[config.mk]
export PLATFORM = sky130hd
export DESIGN_NAME = morse_char_decoder
export DESIGN_NICKNAME = d
export VERILOG_FILES = /design/src/rtl/morse_char_decoder.sv
export SDC_FILE = /design/constraint.sdc
export NUM_CORES = 1
export LEC_CHECK = 0
export ABC_AREA = 1
export CORE_ASPECT_RATIO = 1.75
export CORE_MARGIN = 4
export CORE_UTILIZATION = 40
export DETAILED_ROUTE_END_ITERATION = 16
export HOLD_SLACK_MARGIN = 0.03
export PLACE_DENSITY_LB_ADDON = 0.15
export SLEW_MARGIN = 20
export SYNTH_ARGS = -nofsm -noshare
export SYNTH_HDL_FRONTEND = slang
export SYNTH_SLANG_ARGS = --single-unit
[constraint.sdc]
create_clock -name clk -period 3.6 [get_ports clk]
set_clock_uncertainty 0.1 [all_clocks]
set_input_delay 0.54 -clock clk [delete_from_list [all_inputs] [get_ports clk]]
set_output_delay 0.54 -clock clk [all_outputs]
set_load 0.02 [all_outputs]
[src/rtl/morse_char_decoder.sv]
// Morse receive decoder: times the synchronised key line, classifies marks as dot/dash,
// maps each completed character through the International Morse table into a one-entry output buffer.
module morse_char_decoder #(
  parameter int unsigned UNIT_CYCLES = 1000,
  parameter int unsigned CNT_W       = 16,
  parameter int unsigned MAX_SYM     = 5
) (
  input  logic       clk,
  input  logic       rst_n,
  input  logic       ena,
  input  logic       key_in,
  output logic [5:0] char_code,
  output logic       char_valid,
  input  logic       char_ready,
  output logic       word_gap,
  output logic       overrun
);

  localparam int unsigned        SC_W         = $clog2(MAX_SYM + 2);
  localparam logic [CNT_W-1:0]   CNT_MAX      = '1;
  localparam logic [CNT_W-1:0]   LETTER_END   = CNT_W'(3 * UNIT_CYCLES - 1);
  localparam logic [CNT_W-1:0]   WORD_END     = CNT_W'(7 * UNIT_CYCLES - 1);
  localparam logic [CNT_W:0]     GLITCH_LIM   = (CNT_W+1)'(UNIT_CYCLES / 2);
  localparam logic [CNT_W:0]     DASH_LIM     = (CNT_W+1)'(2 * UNIT_CYCLES);
  localparam logic [SC_W-1:0]    SC_SAT       = SC_W'(MAX_SYM + 1);
  localparam logic [5:0]         CODE_INVALID = 6'd63;

  typedef enum logic [2:0] {
    ST_IDLE,
    ST_MARK,
    ST_SPACE,
    ST_EMIT,
    ST_GAP
  } state_t;

  state_t             r_state;
  logic [1:0]         r_sync;
  logic               r_key_d;
  logic [CNT_W-1:0]   r_cnt;
  logic [SC_W-1:0]    r_sym_cnt;
  logic [MAX_SYM-1:0] r_sym_bits;
  logic               r_word_gap;
  logic [5:0]         r_code;
  logic               r_valid;
  logic               r_overrun;

  logic               w_key_s;
  logic               w_rise;
  logic               w_fall;
  logic [CNT_W:0]     w_dur;
  logic               w_emit;
  logic               w_xfer;
  logic [5:0]         w_code;

  // Symbol pattern has the first-keyed symbol in the MSB of the len-bit field (dot = 0, dash = 1).
  function automatic logic [5:0] f_lookup(input logic [SC_W-1:0] len, input logic [MAX_SYM-1:0] bits);
    logic [7:0] k;
    logic [5:0] code;
    code = CODE_INVALID;
    k    = {3'(len), 5'(bits)};
    if ((32'(len) <= 32'd5) && (32'(len) <= MAX_SYM)) begin
      case (k)
        8'b001_00000: code = 6'd4;
        8'b001_00001: code = 6'd19;
        8'b010_00001: code = 6'd0;
        8'b010_00000: code = 6'd8;
        8'b010_00011: code = 6'd12;
        8'b010_00010: code = 6'd13;
        8'b011_00100: code = 6'd3;
        8'b011_00110: code = 6'd6;
        8'b011_00101: code = 6'd10;
        8'b011_00111: code = 6'd14;
        8'b011_00010: code = 6'd17;
        8'b011_00000: code = 6'd18;
        8'b011_00001: code = 6'd20;
        8'b011_00011: code = 6'd22;
        8'b100_01000: code = 6'd1;
        8'b100_01010: code = 6'd2;
        8'b100_00010: code = 6'd5;
        8'b100_00000: code = 6'd7;
        8'b100_00111: code = 6'd9;
        8'b100_00100: code = 6'd11;
        8'b100_00110: code = 6'd15;
        8'b100_01101: code = 6'd16;
        8'b100_00001: code = 6'd21;
        8'b100_01001: code = 6'd23;
        8'b100_01011: code = 6'd24;
        8'b100_01100: code = 6'd25;
        8'b101_11111: code = 6'd26;
        8'b101_01111: code = 6'd27;
        8'b101_00111: code = 6'd28;
        8'b101_00011: code = 6'd29;
        8'b101_00001: code = 6'd30;
        8'b101_00000: code = 6'd31;
        8'b101_10000: code = 6'd32;
        8'b101_11000: code = 6'd33;
        8'b101_11100: code = 6'd34;
        8'b101_11110: code = 6'd35;
        default:      code = CODE_INVALID;
      endcase
    end
    return code;
  endfunction

  assign w_key_s = r_sync[1];
  assign w_rise  = w_key_s & ~r_key_d;
  assign w_fall  = ~w_key_s & r_key_d;
  assign w_dur   = {1'b0, r_cnt} + (CNT_W+1)'(1);
  assign w_emit  = (r_state == ST_EMIT) & ena;
  assign w_xfer  = r_valid & char_ready;
  assign w_code  = f_lookup(r_sym_cnt, r_sym_bits);

  // Synchroniser, duration counter and symbol-timing FSM.
  always_ff @(posedge clk or negedge rst_n) begin
    if (!rst_n) begin
      r_state    <= ST_IDLE;
      r_sync     <= '0;
      r_key_d    <= 1'b0;
      r_cnt      <= '0;
      r_sym_cnt  <= '0;
      r_sym_bits <= '0;
      r_word_gap <= 1'b0;
    end else begin
      r_sync     <= {r_sync[0], key_in};
      r_key_d    <= w_key_s;
      r_word_gap <= 1'b0;
      if (w_rise || w_fall) begin
        r_cnt <= '0;
      end else if (r_cnt != CNT_MAX) begin
        r_cnt <= r_cnt + CNT_W'(1);
      end
      if (!ena) begin
        r_state    <= ST_IDLE;
        r_sym_cnt  <= '0;
        r_sym_bits <= '0;
      end else begin
        case (r_state)
          ST_IDLE: begin
            if (w_key_s) begin
              r_state <= ST_MARK;
              r_cnt   <= '0;
            end
          end
          ST_MARK: begin
            if (w_fall) begin
              if (w_dur < GLITCH_LIM) begin
                r_state <= (r_sym_cnt != '0) ? ST_SPACE : ST_IDLE;
              end else begin
                r_sym_bits <= {r_sym_bits[MAX_SYM-2:0], (w_dur >= DASH_LIM)};
                if (r_sym_cnt != SC_SAT) r_sym_cnt <= r_sym_cnt + SC_W'(1);
                r_state <= ST_SPACE;
              end
            end
          end
          // Letter end wins over a rise landing on the same cycle; GAP then picks up the held mark.
          ST_SPACE: begin
            if (r_cnt >= LETTER_END) r_state <= ST_EMIT;
            else if (w_key_s)        r_state <= ST_MARK;
          end
          ST_EMIT: begin
            r_sym_cnt  <= '0;
            r_sym_bits <= '0;
            r_state    <= ST_GAP;
          end
          ST_GAP: begin
            if (w_key_s) begin
              r_state <= ST_MARK;
            end else if (r_cnt >= WORD_END) begin
              r_word_gap <= 1'b1;
              r_state    <= ST_IDLE;
            end
          end
          default: r_state <= ST_IDLE;
        endcase
      end
    end
  end

  // Single-entry output buffer; a full buffer drops the new character and flags overrun.
  always_ff @(posedge clk or negedge rst_n) begin
    if (!rst_n) begin
      r_code    <= CODE_INVALID;
      r_valid   <= 1'b0;
      r_overrun <= 1'b0;
    end else begin
      if (w_emit) begin
        if (r_valid && !char_ready) begin
          r_overrun <= 1'b1;
        end else begin
          r_code  <= w_code;
          r_valid <= 1'b1;
        end
      end else if (w_xfer) begin
        r_valid <= 1'b0;
      end
    end
  end

  assign char_code  = r_code;
  assign char_valid = r_valid;
  assign word_gap   = r_word_gap;
  assign overrun    = r_overrun;

endmodule

==> metrics, run 1 <==
status=completed; top layer in use=met4; most common cell after layout, fill and taps aside=nand2_1; first-pass GRT wire length=13220 um; Tmin final=2.325 ns; Post-Syn Instances=413; routed wl met2=4639 um; Power Total=1.344 mW; Setup crit end kind=flip-flop; # hold bufs at CTS=0; cts bufs inserted=5; setup TNS after final layout=0 ns; P_leak=1.605 nW; Net Sw Power=0.3925 mW; Worst EP arrival=2.43 ns; clock latency on the worst-skew pair=0.28 ns; worst slack on hold paths=0.2673 ns; EDFF count, synth=0; via/cell ratio=5.355; RePlAce Congestion=0.9820; I/O Buffers=13; routed via count=2747; Seq/Total Area, Yosys=34.20%; Final Max Slew Viols=0; Routed met1 length=2636 um; Int Power=0.9517 mW; die area=0.008662 mm^2; drt total wl=8011 um; vias in the first global route=2879; final std cells w/o fill=513; Starting DRT DRC Count=111; setup bufs post-CTS=0; DRT Pass-1 Iters=5; Max-Cap Viols=0; average size of a mapped cell=6.962 um^2; #FFs+latches synth=39; die width=72.09 um; Sequential Power Share=39.4%; root buffer cell=clkbuf_16; H-tree levels=2; Critical Path RT=3.71 ns; chip height=120.2 um; Comb pwr share=22.6%; Final Hold Viols=0; n_diodes=0; max_slew headroom=41.76%; DRC viols=0; Bufs on Longest Clock Path=2; Area growth syn-to-layout=13.36%; met3 routed WL=196 um; post-route ant nets=0; pin count of the biggest net entering global routing=40; area share of fa/ha/maj cells after synthesis=2.611%; Core ar.=0.006957 mm^2; Reg clk slew, reported paths=0.05 ns; Worst Slack Setup Final=1.275 ns; Setup violations, final=0; Synth async-reset ratio=100.0%; multiplexer area fraction after synthesis=0%; Detail Placement HPWL=6473 um; switch share=29.20%; XOR/XNOR Fraction of Synth Area=0.6092%; clock share of power=38.0%; share of cells above drive strength 1=12.82%; area fraction in compound gates after synthesis=12.49%; critical path class=input port to flip-flop; crit-path max FO=8; Post-layout nets=439; placed cell count=505; f_max=430.2 MHz; number of distinct library cells after synthesis=43; GRT Overall Usage=20.05%; row cnt=40; Worst Tran Pin Value=0.8736 ns; Syn Nets=424; Sink Count=39; largest family of logic cells by synthesized area=simple AND/OR/NAND/NOR gates; GRT overflow=0; initial antenna violation count=0; commonest non-fill, non-tap cells in the layout=nand2_1 (85), inv_1 (61), nor2_1 (50); final period utilization=64.57%; simple-gate share of the synthesized area=40.64%; mapped cell area=0.002875 mm^2; CTS tree=done; Top FF cell, synth=dfrtp_1; mean routed wirelength per cell=15.62 um; # resized after CTS=0; synthesis warning total=0; Hold Path Class=input port to asynchronous set/reset pin; worst vdd ir=0.3043 mV; Starting Density=41.33%; setup repair after global routing missed its margin=false; io pins=14; PwrDens=412.4 mW/mm^2; Worst Setup Start Kind=input port; pre-CTS WS=0.9951 ns
path summary, 6_finish.rpt:
path	start	endpoint	slack (ns)	cells past startpoint
worst max-delay path	ena	char_code[1]	1.28	10
worst min-delay path	rst_n	r_cnt[10]	0.27	1
worst max register to register	r_cnt[0]	r_cnt[0]	1.41	11
worst min register to register	r_sync[0]	r_sync[1]	0.27	0
max in group asynchronous	rst_n	r_state[2]	2.57	1
min in group clk	r_sync[0]	r_sync[1]	0.27	0
through the flow:
step | utilization [%] | area, um^2
4_1_cts | 46.85 | 3259
3_5_place_dp | 44.35 | 3085
2_1_floorplan | - | 2875
6_report | 46.85 | 3259
3_3_place_gp | 44.35 | 3085
5_1_grt | 46.85 | 3259
worst max-delay path, stage by stage:
cell             delay (ns)
clkdlybuf4s50_1        0.64
inv_1                  0.21
nor2_1                 0.18
nand2_1                0.12
inv_1                  0.18
nand2_1                0.12
nor2_1                 0.14
o2111ai_1              0.11
nor2_1                 0.12
a21oi_1                0.07
registers in the layout, indices dropped and copies added (netlist names):
| register | cells |
|---|---|
| r_cnt | 16 |
| char_code | 6 |
| r_sym_bits | 5 |
| r_state | 3 |
| r_sym_cnt | 3 |
| r_sync | 2 |
| char_valid | 1 |
| overrun | 1 |
| r_key_d | 1 |
| word_gap | 1 |
cell families (layout without fill, tap and decap cells):
group,count (synthesis),in the layout
compound gates,58,58
flops,39,39
buf+inv,70,86
xor+xnor,2,2
fa+ha+maj,6,6
simple gates,238,238
layout make-up:
| type | count | area [um^2] |
|---|---|---|
| inverters | 63 | 236.5 |
| clock buffers | 6 | 138.9 |
| flip-flops and latches | 39 | 983.4 |
| repair buffers | 15 | 140.1 |
| well taps | 84 | 105.1 |
| clock inverters | 2 | 35.03 |
| fillers | 734 | 3697 |
| multi-input cells | 304 | 1620 |
cells in the mapped netlist (2+ instances only):
cell type	instances	area share, %
xnor2_1	2	0.61
nor3_1	16	2.8
inv_1	61	8.0
nor2_2	4	0.87
o211ai_1	3	0.78
nand3_2	4	1.4
clkbuf_1	2	0.26
o31ai_1	2	0.52
nand3_1	36	6.3
a21oi_1	20	3.5
a21boi_0	2	0.52
o21ai_2	5	1.5
nand3b_1	2	0.52
nor2_1	50	6.5
dfrtp_1	33	29
dfstp_2	6	5.5
a31oi_1	6	1.3
o21ai_0	11	1.9
nand4_1	11	2.4
nor2_4	7	2.7
o2111ai_1	4	1.2
nand2_1	85	11
buf_2	4	0.70
nor4_1	2	0.44
ha_1	6	2.6
nand2_2	12	2.6
power by group through the flow:
| stage | logic, mW | registers, mW | clock network [mW] |
|---|---|---|---|
| final | 0.303 | 0.529 | 0.511 |
| after global routing | 0.336 | 0.536 | 0.548 |
| after CTS | 0.308 | 0.531 | 0.527 |
| after detailed placement | 0.306 | 0.539 | 0 |
| after global placement | 0.306 | 0.538 | 0 |
| after floorplan | 0.179 | 0.552 | 0 |
layer usage:
metal  global-route usage (%)  vias up
met2                    39.27       70
met1                    17.39     1248
li1                         -     1391
met5                        0        -
met3                    2.515       38
met4                    14.59        0
Power figures use the tool's default switching activity.
==> run 2, diff against run 1 <==
==> constraint.sdc (replaced) <==
create_clock -name clk -period 2.32 [get_ports clk]
set_clock_uncertainty 0.1 [all_clocks]
set_input_delay 0.348 -clock clk [delete_from_list [all_inputs] [get_ports clk]]
set_output_delay 0.348 -clock clk [all_outputs]
set_load 0.02 [all_outputs]
==> run 2 against run 1 <==
  * Die area unchanged
  * Worst hold slack worse by 0.22 ns
  * First-iteration DRC count rose by 5.4%
  * Utilization up 0.50 points
  * Critical endpoint is now r_sym_bits[1]
==> metrics, run 2 (same netlist as run 1, synthesis figures left out) <==
CP peak stage delay=0.38 ns (-0.26 ns); final period utilization=90.45%; # resized after CTS=0 (unchanged); GRT Overall Usage=21.24% (+1.2 points); n_diodes=0 (unchanged); io pins=14 (unchanged); Detail Placement HPWL=6807 um (+5.1%); Largest Register=r_cnt; DRT Pass-1 Iters=4 (-1); Setup crit end kind=flip-flop; Post-layout nets=448 (+2.1%); cts bufs inserted=5 (unchanged); setup bufs post-CTS=0 (unchanged); utilization after layout=47.36% (+0.50 points); die area=0.008662 mm^2 (unchanged); pin count of the biggest net entering global routing=35 (-13%); via/cell ratio=5.439 (+1.6%); CTS tree=done; max reg flops=16 (unchanged); Tmin final=2.098 ns; routed via count=2839 (+3.3%); commonest non-fill, non-tap cells in the layout=nand2_1 (85), inv_1 (61), nor2_1 (50); vias in the first global route=3056 (+6.1%); Reg clk slew, reported paths=0.06 ns (about the same); P_leak=1.629 nW (+1.5%); Area growth syn-to-layout=14.58%; first-pass GRT wire length=14170 um (+7.1%); GRT overflow=0 (unchanged); worst vdd ir=0.3891 mV (+28%); Worst path top cell family by delay=simple AND/OR/NAND/NOR gates; PwrDens=597.6 mW/mm^2 (+45%); worst path cell trace=ha_1 -> nand2_1 -> nor2_4 -> nand3_2 -> nand2_1 -> nand2_2 -> nor2_2 -> nand2_2 -> nor2_4 -> nand3_4 -> nand2_8 -> nand2_2 -> o21ai_2; Starting DRT DRC Count=117 (+5.4%); H-tree levels=2 (unchanged); Final Max Slew Viols=0 (unchanged); most common cell after layout, fill and taps aside=nand2_1; Power Total=1.969 mW (+46%); Hold Path Class=input port to asynchronous set/reset pin; Worst Setup Start Kind=flip-flop; Setup violations, final=0 (unchanged); die width=72.09 um (unchanged); Worst Tran Pin Value=0.8032 ns (-0.07046 ns); Worst Slack Setup Final=0.2215 ns (-1.054 ns); Starting Density=41.33% (unchanged); status=completed; drt total wl=8345 um (+4.2%); Crit path buffers/inverters=0 (-3); f_max=476.5 MHz; Worst EP arrival=2.22 ns (-0.21 ns); Final Hold Viols=0 (unchanged); max_slew headroom=46.46% (+4.7 points); RePlAce Congestion=1.021 (+4.0%); crit-path max FO=9 (+1); Bufs on Longest Clock Path=2 (unchanged); row cnt=40 (unchanged); critical path class=flip-flop to flip-flop; post-route ant nets=0 (unchanged); Worst path most repeated cell=nand2_2; share of cells above drive strength 1=14.38% (+1.6 points); initial antenna violation count=0 (unchanged); Sink Count=39 (unchanged); setup TNS after final layout=0 ns (unchanged); mean routed wirelength per cell=15.99 um (+2.4%); # hold bufs at CTS=0 (unchanged); root buffer cell=clkbuf_16; pre-CTS WS=0.1811 ns (-0.8141 ns); setup repair after global routing missed its margin=false; DRC viols=0 (unchanged); Max-Cap Viols=0 (unchanged); chip height=120.2 um (unchanged); clock latency on the worst-skew pair=0.29 ns (about the same); I/O Buffers=13 (unchanged); worst slack on hold paths=0.04844 ns (-0.2188 ns); Max stage delay cell, worst path=dfrtp_1; Core ar.=0.006957 mm^2 (unchanged); Critical Path RT=2.44 ns (-1.27 ns)
==> run 2: final cells by class <==
type	instances	area (um^2)
fillers	750	3662
multi-input cells	304	1620
flip-flops and latches	39	983.4
inverters	63	236.5
repair buffers	24	207.7
clock buffers	6	128.9
well taps	84	105.1
clock inverters	2	12.51
==> run 2: through the flow <==
step,area [um^2],instances
after floorplan,2875,413
after global placement,3153,514
after detailed placement,3153,514
after CTS,3294,522
after global routing,3294,522
final,3294,522
==> run 2: worst paths after layout <==
path                           start       endpoint  slack, ns  cells past startpoint
max reg2reg                 r_cnt[0]  r_sym_bits[1]       0.22                     13
min reg2reg                r_sync[0]      r_sync[1]       0.26                      0
max in group asynchronous      rst_n   char_code[4]       1.38                      2
min                            rst_n   r_sym_cnt[0]       0.05                      1
max                         r_cnt[0]  r_sym_bits[1]       0.22                     13
min in group clk           r_sync[0]      r_sync[1]       0.26                      0
==> run 2: routing by layer <==
metal / vias to the layer above / part of all wire (%) / global-route usage (%)
met3: 46 / 2.2 / 2.515
met4: 0 / 8.0 / 18.35
met5: - / 0 / 0
met2: 66 / 57 / 39.61
met1: 1318 / 33 / 19.07
li1: 1409 / - / -
==> run 2: report_power, final <==
group          internal, mW  total (mW)  switching [mW]
clock network         0.396       0.666           0.270
registers             0.761       0.821          0.0606
logic                 0.194       0.481           0.288
==> run 3, diff against run 2 <==
--- a/config.mk
+++ b/config.mk
@@ -12,6 +12,7 @@
 export DETAILED_ROUTE_END_ITERATION = 16
 export HOLD_SLACK_MARGIN = 0.03
 export PLACE_DENSITY_LB_ADDON = 0.15
+export SETUP_SLACK_MARGIN = 0.4
 export SLEW_MARGIN = 20
 export SYNTH_ARGS = -nofsm -noshare
 export SYNTH_HDL_FRONTEND = slang
==> run 3 against run 2 <==
  * Combinational power is 6.7% higher
  * Die area is the same
  * Utilization up 3.6 points
  * Worst hold slack improved by 0.00059 ns
  * Critical path depth is the same
  * Sequential share of layout area decreased by 1.9 points
  * Count of clock-buffer cells in the layout stayed put
  * Critical endpoint is now r_sym_bits[3]
  * Largest cell class unchanged
==> metrics, run 3 (same netlist as run 1, synthesis figures left out) <==
Worst Tran Pin Value=0.7997 ns (-0.003503 ns); setup TNS after final layout=0 ns (unchanged); setup repair after global routing missed its margin=true; die area=0.008662 mm^2 (unchanged); Final Max Slew Viols=0 (unchanged); initial antenna violation count=0 (unchanged); reg2reg start=r_cnt[0]; GRT Overall Usage=22.04% (+0.80 points); root buffer cell=clkbuf_16; final period utilization=86.83% (-3.6 points); Hold Path Class=input port to asynchronous set/reset pin; Reg clk slew, reported paths=0.06 ns (about the same); n_diodes=0 (unchanged); Core ar.=0.006957 mm^2 (unchanged); clock latency on the worst-skew pair=0.29 ns (about the same); Max stage delay cell, worst path=dfrtp_1; Setup violations, final=0 (unchanged); Worst Setup Start Kind=flip-flop; clock share of power=33.2% (-0.6 points); Starting Density=41.33% (unchanged); drt total wl=8697 um (+4.2%); Routed met1 length=2807 um (+2.5%); Final Hold Viols=0 (unchanged); Sequential Power Share=41.2% (-0.5 points); top layer in use=met4; Worst EP arrival=2.12 ns (-0.10 ns); FILL cells=713 (-4.9%); crit-path max FO=7 (-2); met3 routed WL=176 um (-2.2%); status=completed; RePlAce Congestion=1.021 (unchanged); worst vdd ir=0.4066 mV (+4.5%); Largest Register=r_cnt; most common cell after layout, fill and taps aside=nand2_1; Int Power=1.370 mW (+1.4%); share of cells above drive strength 1=23.57% (+9.2 points); Setup crit end kind=flip-flop; routed wl met2=5049 um (+6.1%); f_max=496.4 MHz (+4.2%); chip height=120.2 um (unchanged); commonest non-fill, non-tap cells in the layout=nand2_1 (78), inv_1 (60), nor2_1 (46); cts bufs inserted=5 (unchanged); Net Sw Power=0.6338 mW (+2.6%); worst path cell trace=ha_4 -> nand2_2 -> nor2_4 -> nand3_2 -> nand2_2 -> nand2_2 -> nor2_2 -> nand2_2 -> nor2_4 -> nand3_4 -> nand2_8 -> nand2_4 -> o21ai_2; Area growth syn-to-layout=23.24%; mean routed wirelength per cell=16.17 um (+1.1%); GRT overflow=0 (unchanged); FF-to-FF path depth=13 (unchanged); r2r endpoint=r_sym_bits[3]; Bufs on Longest Clock Path=2 (unchanged); DRC viols=0 (unchanged); die width=72.09 um (unchanged); CP peak stage delay=0.42 ns (+0.04 ns); worst slack on hold paths=0.04903 ns (+0.0005888 ns); Detail Placement HPWL=6807 um (unchanged); switch share=31.63% (+0.25 points); max reg flops=16 (unchanged); row cnt=40 (unchanged); utilization after layout=50.94% (+3.6 points); max_slew headroom=46.69% (+0.23 points); Reg2Reg Setup Slack=0.31 ns (+0.08 ns); Sink Count=39 (unchanged); via/cell ratio=5.480 (+0.75%); critical path class=flip-flop to flip-flop; Comb pwr share=25.6% (+1.2 points); Worst path most repeated cell=nand2_2; Max-Cap Viols=0 (unchanged); io pins=14 (unchanged); vias in the first global route=3147 (+3.0%); DRT Pass-1 Iters=4 (unchanged); PwrDens=565.4 mW/mm^2 (-5.4%); routed via count=2948 (+3.8%); P_leak=1.722 nW (+5.7%); Critical Path RT=2.43 ns (about the same); Starting DRT DRC Count=121 (+3.4%); CTS tree=done; Tmin final=2.014 ns (-0.08406 ns); first-pass GRT wire length=14710 um (+3.8%); I/O Buffers=13 (unchanged); Post-layout nets=464 (+3.6%); post-route ant nets=0 (unchanged); H-tree levels=2 (unchanged); pin count of the biggest net entering global routing=35 (unchanged)
run 3: final cells by class:
type                       count  area (um^2)  share of cell area (%)
clock inverter                 2        12.51                  0.3531
inverter                      63        237.7                   6.709
clock buffer                   6        128.9                   3.637
tap                           84        105.1                   2.966
timing repair buffer          39        324.1                   9.145
multi-input combinational    305         1743                   49.19
sequential                    39        992.2                   28.00
run 3: critical path, delay by kind of cell, from the launching register on:
kind	cells	cell delay, ns
AOI/OAI and AO/OA	1	0.06
adders and majority gates	1	0.20
DFF	1	0.42
and+or+nand+nor	11	1.15
run 3: worst max path at each step:
| stage | from | end | slack [ns] | depth (start not counted) |
|---|---|---|---|---|
| 2_1_floorplan | r_cnt[0] | r_cnt[0] | 0.47 | 11 |
| 3_3_place_gp | ena | char_code[1] | 0.19 | 10 |
| 3_5_place_dp | ena | char_code[1] | 0.18 | 10 |
| 4_1_cts | r_cnt[0] | r_sym_cnt[1] | 0.31 | 13 |
| 5_1_grt | r_cnt[0] | r_sym_bits[1] | 0.16 | 13 |
| 6_report | r_cnt[0] | r_sym_bits[3] | 0.31 | 13 |
run 3: power by group through the flow:
stage,clock (mW),combinational (mW),sequential [mW]
4_1_cts,0.688,0.509,0.824
5_1_grt,0.713,0.572,0.836
2_1_floorplan,0,0.277,0.857
3_5_place_dp,0,0.484,0.833
3_3_place_gp,0,0.486,0.832
6_report,0.665,0.513,0.826
run 3: per-layer routing:
metal | up-vias | GRT usage [%]
li1 | 1441 | -
met1 | 1387 | 19.75
met2 | 75 | 41.78
met3 | 45 | 2.515
met4 | 0 | 17.88
met5 | - | 0
run 3: metrics by stage:
stage               instance area, um^2  std cells  setup slack, ns  power [mW]
floorplan                          2875        413           0.4726       1.134
global placement                   3153        514           0.1867       1.318
detailed placement                 3153        514           0.1811       1.317
CTS                                3495        537           0.3112       2.021
global route                       3543        538           0.1574       2.122
finish                             3543        538           0.3056       2.003
run 3: what timing repair did:
action	4_1_cts	5_1_grt
cloned	1	0
hold buffers	0	0
resized for setup	23	14
pin swaps	16	12
setup buffers	14	1
setup endpoints to repair	19	20
